File: config.mk
export PLATFORM = sky130hd
export DESIGN_NAME = multicycle_ctrl_fsm
export DESIGN_NICKNAME = d
export VERILOG_FILES = /design/src/rtl/riscv_ctrl_pkg.sv /design/src/rtl/mem_wait_timer.sv /design/src/rtl/multicycle_ctrl_fsm.sv
export SDC_FILE = /design/constraint.sdc
export NUM_CORES = 1
export LEC_CHECK = 0
export CAP_MARGIN = 5
export CORE_ASPECT_RATIO = 2
export CORE_MARGIN = 1.5
export CORE_UTILIZATION = 40
export CTS_CLUSTER_DIAMETER = 100
export DETAILED_ROUTE_END_ITERATION = 12
export PLACE_DENSITY = 0.73
export SETUP_SLACK_MARGIN = 0.15
export SLEW_MARGIN = 20
export SYNTH_ARGS = -nofsm -noshare
export SYNTH_HDL_FRONTEND = slang
export SYNTH_HIERARCHICAL = 1
export SYNTH_SLANG_ARGS = --single-unit
export TNS_END_PERCENT = 10
File: constraint.sdc
create_clock -name clk -period 2.93 [get_ports clk]
set_input_delay 0.586 -clock clk [delete_from_list [all_inputs] [get_ports clk]]
set_output_delay 0.586 -clock clk [all_outputs]
set_load 0.02 [all_outputs]
File: src/rtl/riscv_ctrl_pkg.sv
`default_nettype none
// ============================================================================
// Module      : riscv_ctrl_pkg
// Description : Shared encodings for the multi-cycle RV32I control unit:
//               opcodes, FSM state encoding, datapath mux select codes,
//               trap causes and the DECODE dispatch helper.
// Revision    : 1.0 - initial release
// ============================================================================
package riscv_ctrl_pkg;

    // Supported major opcodes (instr[6:0])
    localparam logic [6:0] OP_LW  = 7'b0000011;
    localparam logic [6:0] OP_SW  = 7'b0100011;
    localparam logic [6:0] OP_R   = 7'b0110011;
    localparam logic [6:0] OP_I   = 7'b0010011;
    localparam logic [6:0] OP_B   = 7'b1100011;
    localparam logic [6:0] OP_JAL = 7'b1101111;

    // Controller states, 4-bit encoding
    typedef enum logic [3:0] {
        S_FETCH  = 4'd0,
        S_DECODE = 4'd1,
        S_MEMADR = 4'd2,
        S_MEMRD  = 4'd3,
        S_MEMWB  = 4'd4,
        S_MEMWR  = 4'd5,
        S_EXECR  = 4'd6,
        S_EXECI  = 4'd7,
        S_ALUWB  = 4'd8,
        S_BRANCH = 4'd9,
        S_JAL    = 4'd10,
        S_TRAP   = 4'd11
    } state_t;

    // ALU operation class
    localparam logic [1:0] c_alu_add   = 2'b00;
    localparam logic [1:0] c_alu_sub   = 2'b01;
    localparam logic [1:0] c_alu_funct = 2'b10;

    // Immediate format select
    localparam logic [1:0] c_imm_i = 2'b00;
    localparam logic [1:0] c_imm_s = 2'b01;
    localparam logic [1:0] c_imm_b = 2'b10;
    localparam logic [1:0] c_imm_j = 2'b11;

    // Result mux select
    localparam logic [1:0] c_res_aluout    = 2'b00;
    localparam logic [1:0] c_res_readdata  = 2'b01;
    localparam logic [1:0] c_res_aluresult = 2'b10;

    // ALU operand A select
    localparam logic [1:0] c_srca_pc    = 2'b00;
    localparam logic [1:0] c_srca_oldpc = 2'b01;
    localparam logic [1:0] c_srca_rd1   = 2'b10;

    // ALU operand B select
    localparam logic [1:0] c_srcb_rd2  = 2'b00;
    localparam logic [1:0] c_srcb_imm  = 2'b01;
    localparam logic [1:0] c_srcb_four = 2'b10;

    // Trap cause codes
    localparam logic [1:0] c_cause_none    = 2'b00;
    localparam logic [1:0] c_cause_illegal = 2'b01;
    localparam logic [1:0] c_cause_timeout = 2'b10;

    // State that follows DECODE for a given opcode; unknown opcodes trap
    function automatic state_t decode_next(input logic [6:0] op);
        state_t v_next;
        v_next = S_TRAP;
        case (op)
            OP_LW, OP_SW: v_next = S_MEMADR;
            OP_R:         v_next = S_EXECR;
            OP_I:         v_next = S_EXECI;
            OP_B:         v_next = S_BRANCH;
            OP_JAL:       v_next = S_JAL;
            default:      v_next = S_TRAP;
        endcase
        return v_next;
    endfunction

endpackage
`default_nettype wire

File: src/rtl/mem_wait_timer.sv
`default_nettype none
// ============================================================================
// Module      : mem_wait_timer
// Description : Counts consecutive cycles a memory request waits without
//               mem_ready. expire pulses on the TIMEOUT-th waiting cycle.
//               TIMEOUT = 0 removes the counter and holds expire low.
// Revision    : 1.0 - initial release
// ============================================================================
module mem_wait_timer #(
    parameter int TIMEOUT = 16
) (
    input  logic clk,
    input  logic rst,
    input  logic en,      // request outstanding and not ready this cycle
    input  logic clr,     // no wait in progress: restart the count
    output logic expire
);

    generate
        if (TIMEOUT > 0) begin : g_timer
            localparam int CW = (TIMEOUT > 1) ? $clog2(TIMEOUT) : 1;

            logic [CW-1:0] r_count;

            // Wait-cycle counter; clear has priority over counting
            always_ff @(posedge clk) begin
                if (rst || clr) begin
                    r_count <= '0;
                end else if (en) begin
                    r_count <= r_count + CW'(1);
                end
            end

            // r_count holds the number of earlier waiting cycles, so this
            // cycle is the TIMEOUT-th when it equals TIMEOUT-1
            assign expire = en && (r_count == CW'(TIMEOUT - 1));
        end else begin : g_no_timer
            logic w_unused;
            assign w_unused = ^{clk, rst, en, clr};
            assign expire   = 1'b0;
        end
    endgenerate

endmodule
`default_nettype wire

File: src/rtl/multicycle_ctrl_fsm.sv
`default_nettype none
// ============================================================================
// Module      : multicycle_ctrl_fsm
// Description : Multi-cycle RV32I control unit. Sequences FETCH / DECODE /
//               EXECUTE / MEM / WB over a shared req/ready memory port,
//               traps on illegal opcodes and memory timeouts, and counts
//               retired instructions.
// Revision    : 1.0 - initial release
// ============================================================================
module multicycle_ctrl_fsm
    import riscv_ctrl_pkg::*;
#(
    parameter int TIMEOUT = 16,
    parameter int RET_W   = 32
) (
    input  logic             clk,
    input  logic             rst,
    input  logic [6:0]       opcode,
    input  logic [2:0]       funct3,
    input  logic             zero,
    input  logic             mem_ready,
    output logic             mem_req,
    output logic             MemWrite,
    output logic             AdrSrc,
    output logic             IRWrite,
    output logic             PCWrite,
    output logic             RegWrite,
    output logic [1:0]       ALUSrcA,
    output logic [1:0]       ALUSrcB,
    output logic [1:0]       ImmSrc,
    output logic [1:0]       ALU_Op,
    output logic [1:0]       ResultSrc,
    output logic             trap,
    output logic [1:0]       trap_cause,
    output logic [RET_W-1:0] retired
);

    state_t           r_state;
    logic [1:0]       r_cause;
    logic [RET_W-1:0] r_retired;

    logic w_wait;
    logic w_expire;
    logic w_unused_funct3;

    // Only the BEQ/BNE selector bit of funct3 matters to the controller
    assign w_unused_funct3 = ^funct3[2:1];

    // A wait cycle is a live request that memory has not completed
    assign w_wait = mem_req && !mem_ready;

    mem_wait_timer #(
        .TIMEOUT (TIMEOUT)
    ) u_mem_wait_timer (
        .clk    (clk),
        .rst    (rst),
        .en     (w_wait),
        .clr    (!w_wait),
        .expire (w_expire)
    );

    // State register, sticky trap cause and retired-instruction counter
    always_ff @(posedge clk) begin
        if (rst) begin
            r_state   <= S_FETCH;
            r_cause   <= c_cause_none;
            r_retired <= '0;
        end else begin
            case (r_state)
                S_FETCH: begin
                    if (mem_ready) begin
                        r_state <= S_DECODE;
                    end else if (w_expire) begin
                        r_state <= S_TRAP;
                        r_cause <= c_cause_timeout;
                    end
                end
                S_DECODE: begin
                    r_state <= decode_next(opcode);
                    if (decode_next(opcode) == S_TRAP) begin
                        r_cause <= c_cause_illegal;
                    end
                end
                S_MEMADR: begin
                    r_state <= (opcode == OP_SW) ? S_MEMWR : S_MEMRD;
                end
                S_MEMRD: begin
                    if (mem_ready) begin
                        r_state <= S_MEMWB;
                    end else if (w_expire) begin
                        r_state <= S_TRAP;
                        r_cause <= c_cause_timeout;
                    end
                end
                S_MEMWB: begin
                    r_state   <= S_FETCH;
                    r_retired <= r_retired + RET_W'(1);
                end
                S_MEMWR: begin
                    if (mem_ready) begin
                        r_state   <= S_FETCH;
                        r_retired <= r_retired + RET_W'(1);
                    end else if (w_expire) begin
                        r_state <= S_TRAP;
                        r_cause <= c_cause_timeout;
                    end
                end
                S_EXECR, S_EXECI: begin
                    r_state <= S_ALUWB;
                end
                S_ALUWB, S_BRANCH: begin
                    r_state   <= S_FETCH;
                    r_retired <= r_retired + RET_W'(1);
                end
                S_JAL: begin
                    r_state <= S_ALUWB;
                end
                S_TRAP: begin
                    r_state <= S_TRAP;
                end
                default: begin
                    r_state <= S_FETCH;
                end
            endcase
        end
    end

    // Control outputs decoded from state; everything is held low during reset
    always_comb begin
        mem_req   = 1'b0;
        MemWrite  = 1'b0;
        AdrSrc    = 1'b0;
        IRWrite   = 1'b0;
        PCWrite   = 1'b0;
        RegWrite  = 1'b0;
        ALUSrcA   = c_srca_pc;
        ALUSrcB   = c_srcb_rd2;
        ImmSrc    = c_imm_i;
        ALU_Op    = c_alu_add;
        ResultSrc = c_res_aluout;
        trap      = 1'b0;
        if (!rst) begin
            case (r_state)
                S_FETCH: begin
                    mem_req   = 1'b1;
                    AdrSrc    = 1'b0;
                    ALUSrcA   = c_srca_pc;
                    ALUSrcB   = c_srcb_four;
                    ALU_Op    = c_alu_add;
                    ResultSrc = c_res_aluresult;
                    IRWrite   = mem_ready;
                    PCWrite   = mem_ready;
                end
                S_DECODE: begin
                    ALUSrcA = c_srca_oldpc;
                    ALUSrcB = c_srcb_imm;
                    ImmSrc  = c_imm_b;
                    ALU_Op  = c_alu_add;
                end
                S_MEMADR: begin
                    ALUSrcA = c_srca_rd1;
                    ALUSrcB = c_srcb_imm;
                    ALU_Op  = c_alu_add;
                    ImmSrc  = (opcode == OP_SW) ? c_imm_s : c_imm_i;
                end
                S_MEMRD: begin
                    mem_req = 1'b1;
                    AdrSrc  = 1'b1;
                end
                S_MEMWB: begin
                    ResultSrc = c_res_readdata;
                    RegWrite  = 1'b1;
                end
                S_MEMWR: begin
                    mem_req  = 1'b1;
                    AdrSrc   = 1'b1;
                    MemWrite = 1'b1;
                end
                S_EXECR: begin
                    ALUSrcA = c_srca_rd1;
                    ALUSrcB = c_srcb_rd2;
                    ALU_Op  = c_alu_funct;
                end
                S_EXECI: begin
                    ALUSrcA = c_srca_rd1;
                    ALUSrcB = c_srcb_imm;
                    ImmSrc  = c_imm_i;
                    ALU_Op  = c_alu_funct;
                end
                S_ALUWB: begin
                    ResultSrc = c_res_aluout;
                    RegWrite  = 1'b1;
                end
                S_BRANCH: begin
                    ALUSrcA   = c_srca_rd1;
                    ALUSrcB   = c_srcb_rd2;
                    ALU_Op    = c_alu_sub;
                    ResultSrc = c_res_aluout;
                    PCWrite   = zero ^ funct3[0];
                end
                S_JAL: begin
                    ALUSrcA   = c_srca_oldpc;
                    ALUSrcB   = c_srcb_four;
                    ALU_Op    = c_alu_add;
                    ResultSrc = c_res_aluout;
                    PCWrite   = 1'b1;
                end
                S_TRAP: begin
                    trap = 1'b1;
                end
                default: begin
                    trap = 1'b0;
                end
            endcase
        end
    end

    // Cause and count are architecturally visible but masked while in reset
    assign trap_cause = rst ? c_cause_none : r_cause;
    assign retired    = rst ? '0 : r_retired;

endmodule
`default_nettype wire

* Word level (Yosys, flattened, before mapping) *
Index checks and enable logic that the tools add are counted.

operators by class
  add/subtract/negate cells = 2
  $mul = 0
  divide/modulo/power cells = 0
  $lt $le $gt $ge = 0
  eq/ne operators = 23
  shift-type cells = 0
  multiplexer cells = 42
  bitwise operators = 1
  reductions and logical operators = 21

operator list
  operator                 number
  $mux W32                 2
  $pmux W32 S2             1
  $add A32 B1 Y32 const B  1
  $pmux W4 S7              1
  $eq A4 B4 Y1 const B     6
  $mux W4                  6
  $pmux W2 S2              6
  $pmux W4 S5              1
  $mux W2                  9
  $eq A4 B3 Y1 const B     4
  $eq A7 B6 Y1 const B     2
  $eq A7 B7 Y1 const B     2
  $mux W1                  14
  $reduce_or A2 Y1         6
  $reduce_or A3 Y1         4
  $eq A4 B2 Y1 const B     2
  $eq A7 B2 Y1 const B     1
  $eq A7 B5 Y1 const B     1
  $ne A2 B2 Y1 const B     3
  $add A4 B1 Y4 const B    1
  $eq A4 B1 Y1 const B     1
  $logic_not A4 Y1         1
  $reduce_and A4 Y1        1
  $reduce_bool A2 Y1       2
  other kinds (9)          11

storage, ports and cells
  bits in registers = 42
  bits in latches = 0
  RAM bits = 0
  ROM bits = 0
  input port bits = 14
  output and inout bits = 51
  word-level logic and storage cells = 93
  memories = 0

* Longest topological paths before layout *
Gate-level depths: netlist of the first run.

  depth after elaboration = 9
  gate-level depth with buffers = 10
  mapped depth without buffers = 9

* Modules after synthesis *
Netlist of the first run, hierarchy kept.

modules (own cells, without submodules)
  module               times used  cells an instance  area each (µm²)  seq. area each (µm²)
  multicycle_ctrl_fsm  1           324                2,443.6          760.7
  mem_wait_timer       1           17                 186.4            80.1

* Least setup slack after synthesis of the first run *
No wires, ideal clock.

  kind = flip-flop to output port
  from = register r_state[2]
  to = output ImmSrc[0]
  data arrival time = 1.704 ns
  slack = 0.640 ns
  stages on the path, launching flop included = 6
  path buffers = 1
  path through = dfxtp_1 -> clkbuf_1 -> or2_2 -> nor3_1 -> nand2_1 -> nor4_1

between the ends
  word-level cells in the longest chain between the ends = 3

RTL lines
  item                                          line                        RTL
  start, declared                               multicycle_ctrl_fsm.sv:38   state_t r_state;
  start signal, assigned                        multicycle_ctrl_fsm.sv:79   r_state <= decode_next(opcode);
  start signal, assigned                        multicycle_ctrl_fsm.sv:85   r_state <= (opcode == OP_SW) ? S_MEMWR : S_MEMRD;
  $eq A4 B2 Y1 or $eq A4 B1 Y1 (tied branches)  multicycle_ctrl_fsm.sv:143  case (r_state)
  $pmux W2 S2 (*)                               multicycle_ctrl_fsm.sv:143
  $mux W2 (*)                                   multicycle_ctrl_fsm.sv:142  if (!rst) begin
  end, declared                                 multicycle_ctrl_fsm.sv:30   output logic [1:0] ImmSrc,

Every way passes the cells marked *; elsewhere a longest branch is shown, timed or not.

* Worst setup path in the final report of the first run *
  from = input mem_ready
  to = output PCWrite

between the ends
  word-level cells in the longest chain between the ends = 2

RTL lines
  item             line                        RTL
  start, declared  multicycle_ctrl_fsm.sv:21   input logic mem_ready,
  $pmux W1 S3      multicycle_ctrl_fsm.sv:143
  $mux W1          multicycle_ctrl_fsm.sv:142
  end, declared    multicycle_ctrl_fsm.sv:26   output logic PCWrite,

No other way between the ends.

==> results of run 1 <==
==> logic make-up (layout without fill, tap and decap cells) <==
logic type,count (synthesis),in the layout
compound gates,36,36
buf+inv,28,91
flops,42,42
xor+xnor,23,23
simple gates,196,196
fa+ha+maj,2,2
mux,14,14
==> per-layer routing <==
layer,global-route usage,wire (microns),up-vias
met5,0,0,-
met4,0.104,251,0
met3,0.0308,207,20
met2,0.355,3730,65
met1,0.211,2520,1221
li1,-,-,1301
==> synth_stat cells, types with 2 or more instances <==
cell,count
nor2_1,49
dfxtp_1,42
nor2b_1,38
nand2_1,25
xnor2_1,20
a21oi_1,15
nor3_1,15
clkbuf_1,13
nor4_1,13
nand4_1,10
nand3_1,9
o21ai_0,9
inv_1,8
mux2_1,7
and3_1,6
and4_1,6
mux2_2,6
and2_1,5
a211oi_1,4
buf_2,4
nand2b_1,4
nor3b_1,4
buf_1,3
xor2_1,3
ha_1,2
nand3b_1,2
or3_1,2
==> power by group <==
| part | internal, mW | leakage [nW] | switching [mW] |
|---|---|---|---|
| combinational | 0.307 | 0.857 | 0.391 |
| clock | 0.403 | 0.0781 | 0.219 |
| sequential | 0.604 | 0.339 | 0.0815 |
| total | 1.31 | 1.27 | 0.691 |
==> how the worst max path moves through the flow <==
stage	startpoint	slack [ps]	cells after the start	end
detailed placement	opcode[5]	130	5	ImmSrc[0]
global placement	opcode[5]	140	5	ImmSrc[0]
finish	mem_ready	130	7	PCWrite
CTS	r_state[0]	80	4	ImmSrc[1]
floorplan	r_state[2]	640	5	ImmSrc[0]
global route	mem_ready	20	7	PCWrite
==> worst max-delay path, cell delays in order <==
cell             delay (ps)
clkdlybuf4s50_1         480
inv_1                    50
nor3_1                  150
a21oi_1                  60
o21ai_0                 130
and2_1                  140
clkdlybuf4s50_1         610
==> final cells by class <==
cell class                      count  area (sq um)  area share
Tap cell                           86           108      0.0303
Clock inverter                      1          30.0     0.00847
Multi-Input combinational cell    271          1680       0.474
Clock buffer                        7           133      0.0374
Timing Repair Buffer               75           724       0.204
Sequential cell                    42           842       0.237
Inverter                            8          30.0     0.00847
==> sequential cells by signal, summed over array words and instances, names as in the netlist <==
signal,cells
r_state,4
r_retired,32
u_mem_wait_timer/g_timer.r_count,4
r_cause,2
==> per-stage QoR <==
stage | setup slack [ps] | power, mW | util | std cells | area, sq um
4_1_cts | 77.1 | 2.02 | 0.562 | 490 | 3540
2_1_floorplan | 640 | 1.13 | - | 341 | 2630
5_1_grt | 24.8 | 2.11 | 0.562 | 490 | 3550
3_5_place_dp | 125 | 1.39 | 0.536 | 482 | 3380
6_report | 132 | 2.01 | 0.562 | 490 | 3550
3_3_place_gp | 139 | 1.38 | 0.536 | 482 | 3380
==> timing repair <==
action                                  4_1_cts  5_1_grt
hold endpoints to repair                      0        0
endpoints found under the setup margin        5       10
gates resized for setup                       1        1
==> key figures, run 1 <==
Floorplan
  – Initial Utilization: 0.417
  – DIE HEIGHT: between 100 and 150 microns
  – Die ar.: between 0.007 and 0.008 sq mm
  – Io pins: 65
  – Core region area: about 0.0063 sq mm
  – Num rows: around 40
  – Die width: 60.3 microns

Detailed routing
  – Drt pass-1 iters: 4
  – DRC viols: 0
  – DR vias: between 2000 and 3000
  – Initial DRC Count: approximately 130
  – Vias per std cell: 5.32
  – ANT nets after route: 0
  – Drt wl/cell: between 10 and 15 microns
  – Routed wire length: around 6700 microns

Clock network
  – Maximum clock path buffer count: 2
  – Worst skew pair latency: ~290 ps
  – Hold_buf cts: 0
  – CTS tree: yes
  – Clock Pin Slew Worst Setup and Hold Paths: around 60 ps
  – Clk sinks: 42
  – Setup bufs post-CTS: 0
  – H-tree depth: 2
  – Number of buffers created by CTS: 5
  – Root buffer selected by CTS: clkbuf_16

Synth
  – Mapped Avg Cell Area: between 7 and 8 sq um
  – Share of the synthesized area in the top cell type: 0.320
  – Main combinational cell family by area after synthesis: simple AND/OR/NAND/NOR gates
  – EDFF count, synth: 0
  – Synth Area in Compound Gates: 0.0823
  – Post-synthesis xor/xnor area fraction: 0.0766
  – Net Count, Synth: between 300 and 400
  – Mux contribution to synthesized area: 0.0595
  – Yosys top cell by area: dfxtp_1
  – Mapped Cells: approximately 340
  – Most used DFF post-synth: dfxtp_1
  – Adder-Cell Fraction of Synth Area: 0.00951
  – Synth cell types: 44
  – Top post-synthesis cells by area: dfxtp_1, nor2b_1, nor2_1
  – Simple-Gate Fraction of Synth Area: 0.411
  – Synthesized area: ~0.0026 sq mm
  – Yosys reg bits: between 40 and 50
  – Synth warn: 6
  – Sequential share of the synthesized area: 0.320
  – Synth async-reset ratio: 0

Min path
  – WHS Path Cells: 2
  – Hold EP: r_cause[1]
  – Hold wc startpoint: r_cause[1]
  – Hold crit path type: flip-flop to flip-flop

Power and ir drop
  – PD cells: ~570 mW/mm^2
  – Leakage power: 1.27 nW
  – VDD IR max: between 0.0004 and 0.0005 V

Placement
  – HPWL Detailed: 5070 microns
  – Final GP Congestion: 0.935
  – I/O Buffers: 62

STA
  – Highest Clock Rate: between 0.3 and 0.4 GHz
  – Hold Slack: 468 ps
  – RSZ-0062 raised after global routing: true
  – Slew HR: 0.669
  – Max-slew violations: 0
  – Tightest Pin Transition: roughly 500 ps
  – Post-layout min period: 2800 ps
  – Setup tns final: 0 ps
  – Final Setup Violations: 0
  – Fin crit share: 0.955
  – Clock skew: about 3.9 ps
  – Hold Vio Cnt, Final: 0

Worst setup path
  – Critical path class: input pin to output port
  – Startpoint Class: input pin
  – Critical path arrival: 2210 ps
  – Critical path capture point type: output port
  – Worst reg2reg path startpoint: r_state[0]
  – R2R cell count: 10
  – Worst EP required: ~2300 ps
  – R2R Setup Slk: between 600 and 700 ps
  – Worst flop-to-flop path endpoint: r_state[2]
  – Critical Path Fanout Max: 2

Final layout
  – Layout Nets: about 420
  – Layout cells sized above 1: 0.0891
  – Most frequent cells in the layout: clkdlybuf4s50_1, nor2_1, dfxtp_1, nor2b_1, nand2_1
  – Area growth from synthesis to layout: 34.8%
  – Fill count: 587
  – # diodes: 0
  – Most common cell after layout, fill and taps aside: clkdlybuf4s50_1

Global route
  – Gr usage total: 0.199
  – Largest net degree at the start of global routing: 39
  – Vias in the first global route: 2365
  – GRT Residual Overflow: 0
  – Initial antenna violation count: 0
  – First-pass GRT wire length: about 11000 microns

Run status
  – Status: completed

Run
  – Max cap viols: 0
Power figures use the tool's default switching activity.
==> run 2: changes to the inputs <==
--- a/config.mk
+++ b/config.mk
@@ -7,10 +7,10 @@
 export LEC_CHECK = 0
 export CAP_MARGIN = 5
 export CORE_ASPECT_RATIO = 2
-export CORE_MARGIN = 1.5
 export CORE_UTILIZATION = 40
 export CTS_CLUSTER_DIAMETER = 100
 export DETAILED_ROUTE_END_ITERATION = 12
+export HOLD_SLACK_MARGIN = 0.03
 export PLACE_DENSITY = 0.73
 export SETUP_SLACK_MARGIN = 0.15
 export SLEW_MARGIN = 20
==> key figures, run 2 (synthesized netlist as in run 1, its figures left out) <==
Min path
  – WHS Path Cells: 2
  – Hold crit path type: flip-flop to flip-flop

Worst setup path
  – Critical path's top delay family: buffers and inverters
  – Critical path capture point type: output port
  – Crit-path max cell delay: 600 ps
  – Crit path cell chain: buf_4 -> and2_1 -> a21oi_1 -> o21ai_0 -> and2_1 -> clkdlybuf4s50_1
  – R2R cell count: 10
  – CP most frequent cell: and2_1
  – Worst flop-to-flop path endpoint: r_state[2]
  – Critical Path Fanout Max: 14
  – Worst EP required: between 2000 and 2500 ps
  – Startpoint Class: flip-flop
  – Critical path endpoint: PCWrite
  – Crit path launch: r_state[3]
  – Critical path class: flip-flop to output port
  – Critical path arrival: around 2200 ps
  – R2R Setup Slk: ~640 ps
  – Worst path buffer plus inverter count: 2
  – Worst reg2reg path startpoint: r_state[0]
  – Critical Path Stages: 6
  – Slowest cell on the critical path: clkdlybuf4s50_1

Floorplan
  – Die width: a little under 60 microns
  – Core region area: roughly 0.0063 sq mm
  – DIE HEIGHT: about 120 microns
  – Io pins: 65
  – Die ar.: about 0.0069 sq mm
  – Num rows: 41
  – Initial Utilization: 0.417

Global route
  – First-pass GRT wire length: around 11000 microns
  – Gr usage total: 0.201
  – GRT Residual Overflow: 0
  – Largest net degree at the start of global routing: 46
  – Initial antenna violation count: 0
  – Vias in the first global route: 2333

Placement
  – Placed Instances: between 400 and 500
  – Post-Place Cell Area: about 0.0034 sq mm
  – Final GP Congestion: around 0.93
  – Worst slack, placed: roughly 150 ps
  – I/O Buffers: 62
  – HPWL Detailed: around 5000 microns

Detailed routing
  – Vias per std cell: 5.32
  – DRC viols: 0
  – Drt wl/cell: about 13 microns
  – Drt pass-1 iters: 4
  – Routed wire length: roughly 6500 microns
  – DR vias: 2616
  – Initial DRC Count: between 90 and 100
  – ANT nets after route: 0

Clock network
  – Setup bufs post-CTS: 0
  – Clock Pin Slew Worst Setup and Hold Paths: around 60 ps
  – Hold_buf cts: 0
  – Root buffer selected by CTS: clkbuf_16
  – CTS tree: yes
  – Maximum clock path buffer count: 2
  – Worst skew pair latency: slightly below 300 ps
  – Clk sinks: 42
  – H-tree depth: 2
  – Number of buffers created by CTS: 5

STA
  – Fin crit share: 0.950
  – RSZ-0062 raised after global routing: true
  – Highest Clock Rate: 0.359 GHz
  – Post-layout min period: approximately 2800 ps
  – Final WS setup: between 100 and 150 ps
  – Setup tns final: 0 ps
  – Slew HR: 0.658
  – Max-slew violations: 0
  – Hold Vio Cnt, Final: 0
  – Clock skew: roughly 3.4 ps
  – Tightest Pin Transition: slightly above 500 ps
  – Final Setup Violations: 0

Power and ir drop
  – Internal power: 1.32 mW
  – Switch Pwr: about 0.7 mW
  – Total power: 2.01 mW
  – Logic pwr share: 0.347
  – PD cells: approximately 560 mW/mm^2
  – Switching Share: 0.345
  – Seq pwr share: 0.341
  – Leakage power: 1.30 nW
  – Clock power frac: 0.312
  – VDD IR max: ~0.00052 V

Final layout
  – Biggest register: r_retired
  – # diodes: 0
  – Max reg flops: 32
  – Most frequent cells in the layout: clkdlybuf4s50_1, nor2_1, dfxtp_1, nor2b_1, nand2_1
  – Most common cell after layout, fill and taps aside: clkdlybuf4s50_1
  – Final non-filler cell total: 492
  – Layout Nets: between 400 and 500
  – Biggest regs: r_retired x32, r_state x4, u_mem_wait_timer/g_timer.r_count x4
  – Area growth from synthesis to layout: 35.5%
  – Fill count: 573
  – Layout cells sized above 1: 0.0936
  – Final std cell area, no fill: approximately 0.0036 sq mm

Run
  – Max cap viols: 0

Run status
  – Status: completed
## run 2: changes by cell type in the layout (fill, tap and decap cells not counted), sizes merged
cell          previous run  this run
buf                     14        16
dlygate4sd2              1         0
dlymetal6s2s             0         1
## run 2: worst reg2reg max path, stage by stage (launching register included)
cell	delay, ps
dfxtp_2	530
xor2_1	290
o21ai_0	150
nand2_1	140
nor2_1	50
buf_4	150
and4_2	260
or3_1	380
a21oi_1	150
a31oi_1	60
nor2_1	90
## run 2: cell type report
type	instances	area, sq um	share of cell area
multi-input cells	271	1680	0.471
flip-flops and latches	42	842	0.236
repair buffers	77	743	0.208
clock buffers	7	133	0.0372
well taps	86	108	0.0302
clock inverters	1	30.0	0.00842
inverters	8	30.0	0.00842
## run 2: timing repair
| action | CTS | global route |
|---|---|---|
| setup endpoints to repair | 3 | 4 |
| pin swaps | 0 | 0 |
| hold endpoints to repair | 0 | 0 |
| gates resized for setup | 1 | 1 |
## run 2: per-stage QoR
stage / hold slack [ps] / util
global route: 497 / 0.565
finish: 466 / 0.565
global placement: 455 / 0.539
floorplan: 441 / -
detailed placement: 455 / 0.539
CTS: 466 / 0.565
## run 2: per-layer routing
layer,vias up,GRT usage,routed length [microns]
met1,1217,0.210,2480
met2,65,0.370,3600
met5,-,0,0
met3,15,0.0377,220
met4,0,0.0937,157
li1,1319,-,-
## run 2: worst min-delay path by stage
stage	start	end
floorplan	r_cause[1]	r_cause[1]
global placement	r_cause[1]	r_cause[1]
detailed placement	r_cause[1]	r_cause[1]
CTS	r_cause[1]	r_cause[1]
global route	r_cause[1]	r_cause[1]
finish	r_cause[1]	r_cause[1]
## run 2: power groups by stage
stage	registers [mW]	clock network (mW)	logic, mW
3_5_place_dp	0.694	0	0.695
4_1_cts	0.683	0.643	0.699
6_report	0.687	0.628	0.699
3_3_place_gp	0.693	0	0.691
2_1_floorplan	0.629	0	0.503
5_1_grt	0.691	0.659	0.769
==> run 3: changes to the inputs <==
--- a/config.mk
+++ b/config.mk
@@ -10,6 +10,7 @@
 export CORE_UTILIZATION = 40
 export CTS_CLUSTER_DIAMETER = 100
 export DETAILED_ROUTE_END_ITERATION = 12
+export GPL_TIMING_DRIVEN = 0
 export HOLD_SLACK_MARGIN = 0.03
 export PLACE_DENSITY = 0.73
 export SETUP_SLACK_MARGIN = 0.15
==> key figures, run 3 (synthesized netlist as in run 1, its figures left out) <==
Final layout
  – Max reg flops: 32
  – Fill count: 600
  – Layout Nets: 425
  – Post-layout util: 0.564
  – Final non-filler cell total: 496
  – Area occupied by registers: 841 sq um
  – Biggest register: r_retired
  – Most frequent cells in the layout: nor2_1, clkdlybuf4s50_1, dfxtp_1, nor2b_1, nand2_1
  – Final std cell area, no fill: around 0.0036 sq mm
  – Area growth from synthesis to layout: 35.3%
  – Biggest regs: r_retired x32, r_state x4, u_mem_wait_timer/g_timer.r_count x4
  – Layout cells sized above 1: 0.105
  – Area of the multi-input gates: approximately 0.0017 sq mm
  – # diodes: 0
  – Most common cell after layout, fill and taps aside: nor2_1

STA
  – Hold Vio Cnt, Final: 0
  – Clock skew: 2.36 ps
  – Highest Clock Rate: approximately 0.37 GHz
  – Max-slew violations: 0
  – Tightest Pin Transition: 790 ps
  – RSZ-0062 raised after global routing: true
  – Slew HR: 0.468
  – Fin crit share: 0.931
  – Final Setup Violations: 0
  – Post-layout min period: about 2700 ps
  – Setup tns final: 0 ps
  – Hold Slack: between 400 and 500 ps
  – Final WS setup: around 200 ps

Floorplan
  – Core region area: around 0.0063 sq mm
  – Num rows: just over 40
  – Die ar.: just under 0.007 sq mm
  – Io pins: 65
  – Die width: approximately 59 microns
  – Initial Utilization: 0.417
  – DIE HEIGHT: between 100 and 150 microns

Global route
  – Largest net degree at the start of global routing: 15
  – Vias in the first global route: around 2600
  – First-pass GRT wire length: 11400 microns
  – Gr usage total: 0.216
  – GRT Residual Overflow: 0
  – Initial antenna violation count: 0

Placement
  – HPWL Detailed: between 5000 and 6000 microns
  – Placed Instances: a little under 500
  – Final GP Congestion: between 0.9 and 1
  – Post-Place Cell Area: about 0.0033 sq mm
  – I/O Buffers: 61
  – Worst slack, placed: -989 ps

Power and ir drop
  – VDD IR max: ~0.00042 V
  – Total power: 2.09 mW
  – PD cells: 587 mW/mm^2
  – Leakage power: 1.37 nW

Detailed routing
  – Drt wl/cell: between 10 and 15 microns
  – ANT nets after route: 0
  – DR vias: about 2700
  – Vias per std cell: between 5 and 6
  – Drt pass-1 iters: 4
  – Initial DRC Count: approximately 140
  – Routed wire length: around 7000 microns
  – DRC viols: 0

Clock network
  – Worst skew pair latency: 290 ps
  – Maximum clock path buffer count: 2
  – Root buffer selected by CTS: clkbuf_16
  – Clk sinks: 42
  – H-tree depth: 2
  – Number of buffers created by CTS: 5
  – Clock Pin Slew Worst Setup and Hold Paths: around 60 ps
  – Setup bufs post-CTS: 0
  – CTS tree: yes
  – Hold_buf cts: 0

Worst setup path
  – Critical path capture point type: output port
  – Crit path launch: rst
  – R2R cell count: 10
  – Critical Path Fanout Max: 12
  – Worst EP required: 2340 ps
  – Worst reg2reg path startpoint: r_state[3]
  – Critical path class: input pin to output port
  – Startpoint Class: input pin
  – Critical path arrival: approximately 2100 ps

Min path
  – Hold crit path type: flip-flop to flip-flop
  – WHS Path Cells: 2
  – Hold wc startpoint: r_cause[1]

Run
  – Max cap viols: 0

Run status
  – Status: completed
==> run 3: cell count changes in the layout (fill, tap and decap cells not counted), sizes merged <==
cell,delta
clkdlybuf4s15,+1
clkbuf,+11
clkdlybuf4s50,-14
bufinv,+1
dlygate4sd2,+13
clkinv,+1
buf,-9
==> run 3: area by class of cell <==
cell class / instances / area share
Buffer: 20 / 0.0295
Clock buffer: 5 / 0.0352
Clock inverter: 3 / 0.0193
Inverter: 8 / 0.00844
Multi-Input combinational cell: 271 / 0.473
Sequential cell: 42 / 0.236
Tap cell: 86 / 0.0302
Timing Repair Buffer: 61 / 0.168
==> run 3: what timing repair did <==
action | 4_1_cts | 5_1_grt
resized for setup | 32 | 5
gates cloned | 0 | 0
setup endpoints to repair | 52 | 13
==> run 3: worst max-delay path, cell delays in order <==
cell	delay (ps)
clkdlybuf4s15_2	280
clkbuf_4	240
clkbuf_2	210
nor2b_1	190
clkdlybuf4s50_1	630
==> run 3: worst paths after layout <==
path	to	slack, ps
worst max-delay path	retired[18]	200
worst min-delay path	r_cause[1]	470
worst max register to register	r_state[2]	500
worst min register to register	r_cause[1]	470
==> run 3: per-layer routing <==
metal  GRT usage  part of all wire
met5           0                 0
met1       0.220              0.38
met2       0.388              0.54
met3      0.0377             0.034
met4       0.143             0.046
==> run 3: power breakdown <==
| part | switching [mW] | internal, mW |
|---|---|---|
| sequential | 0.0217 | 0.602 |
| combinational | 0.468 | 0.270 |
| clock | 0.236 | 0.490 |
| total | 0.726 | 1.36 |
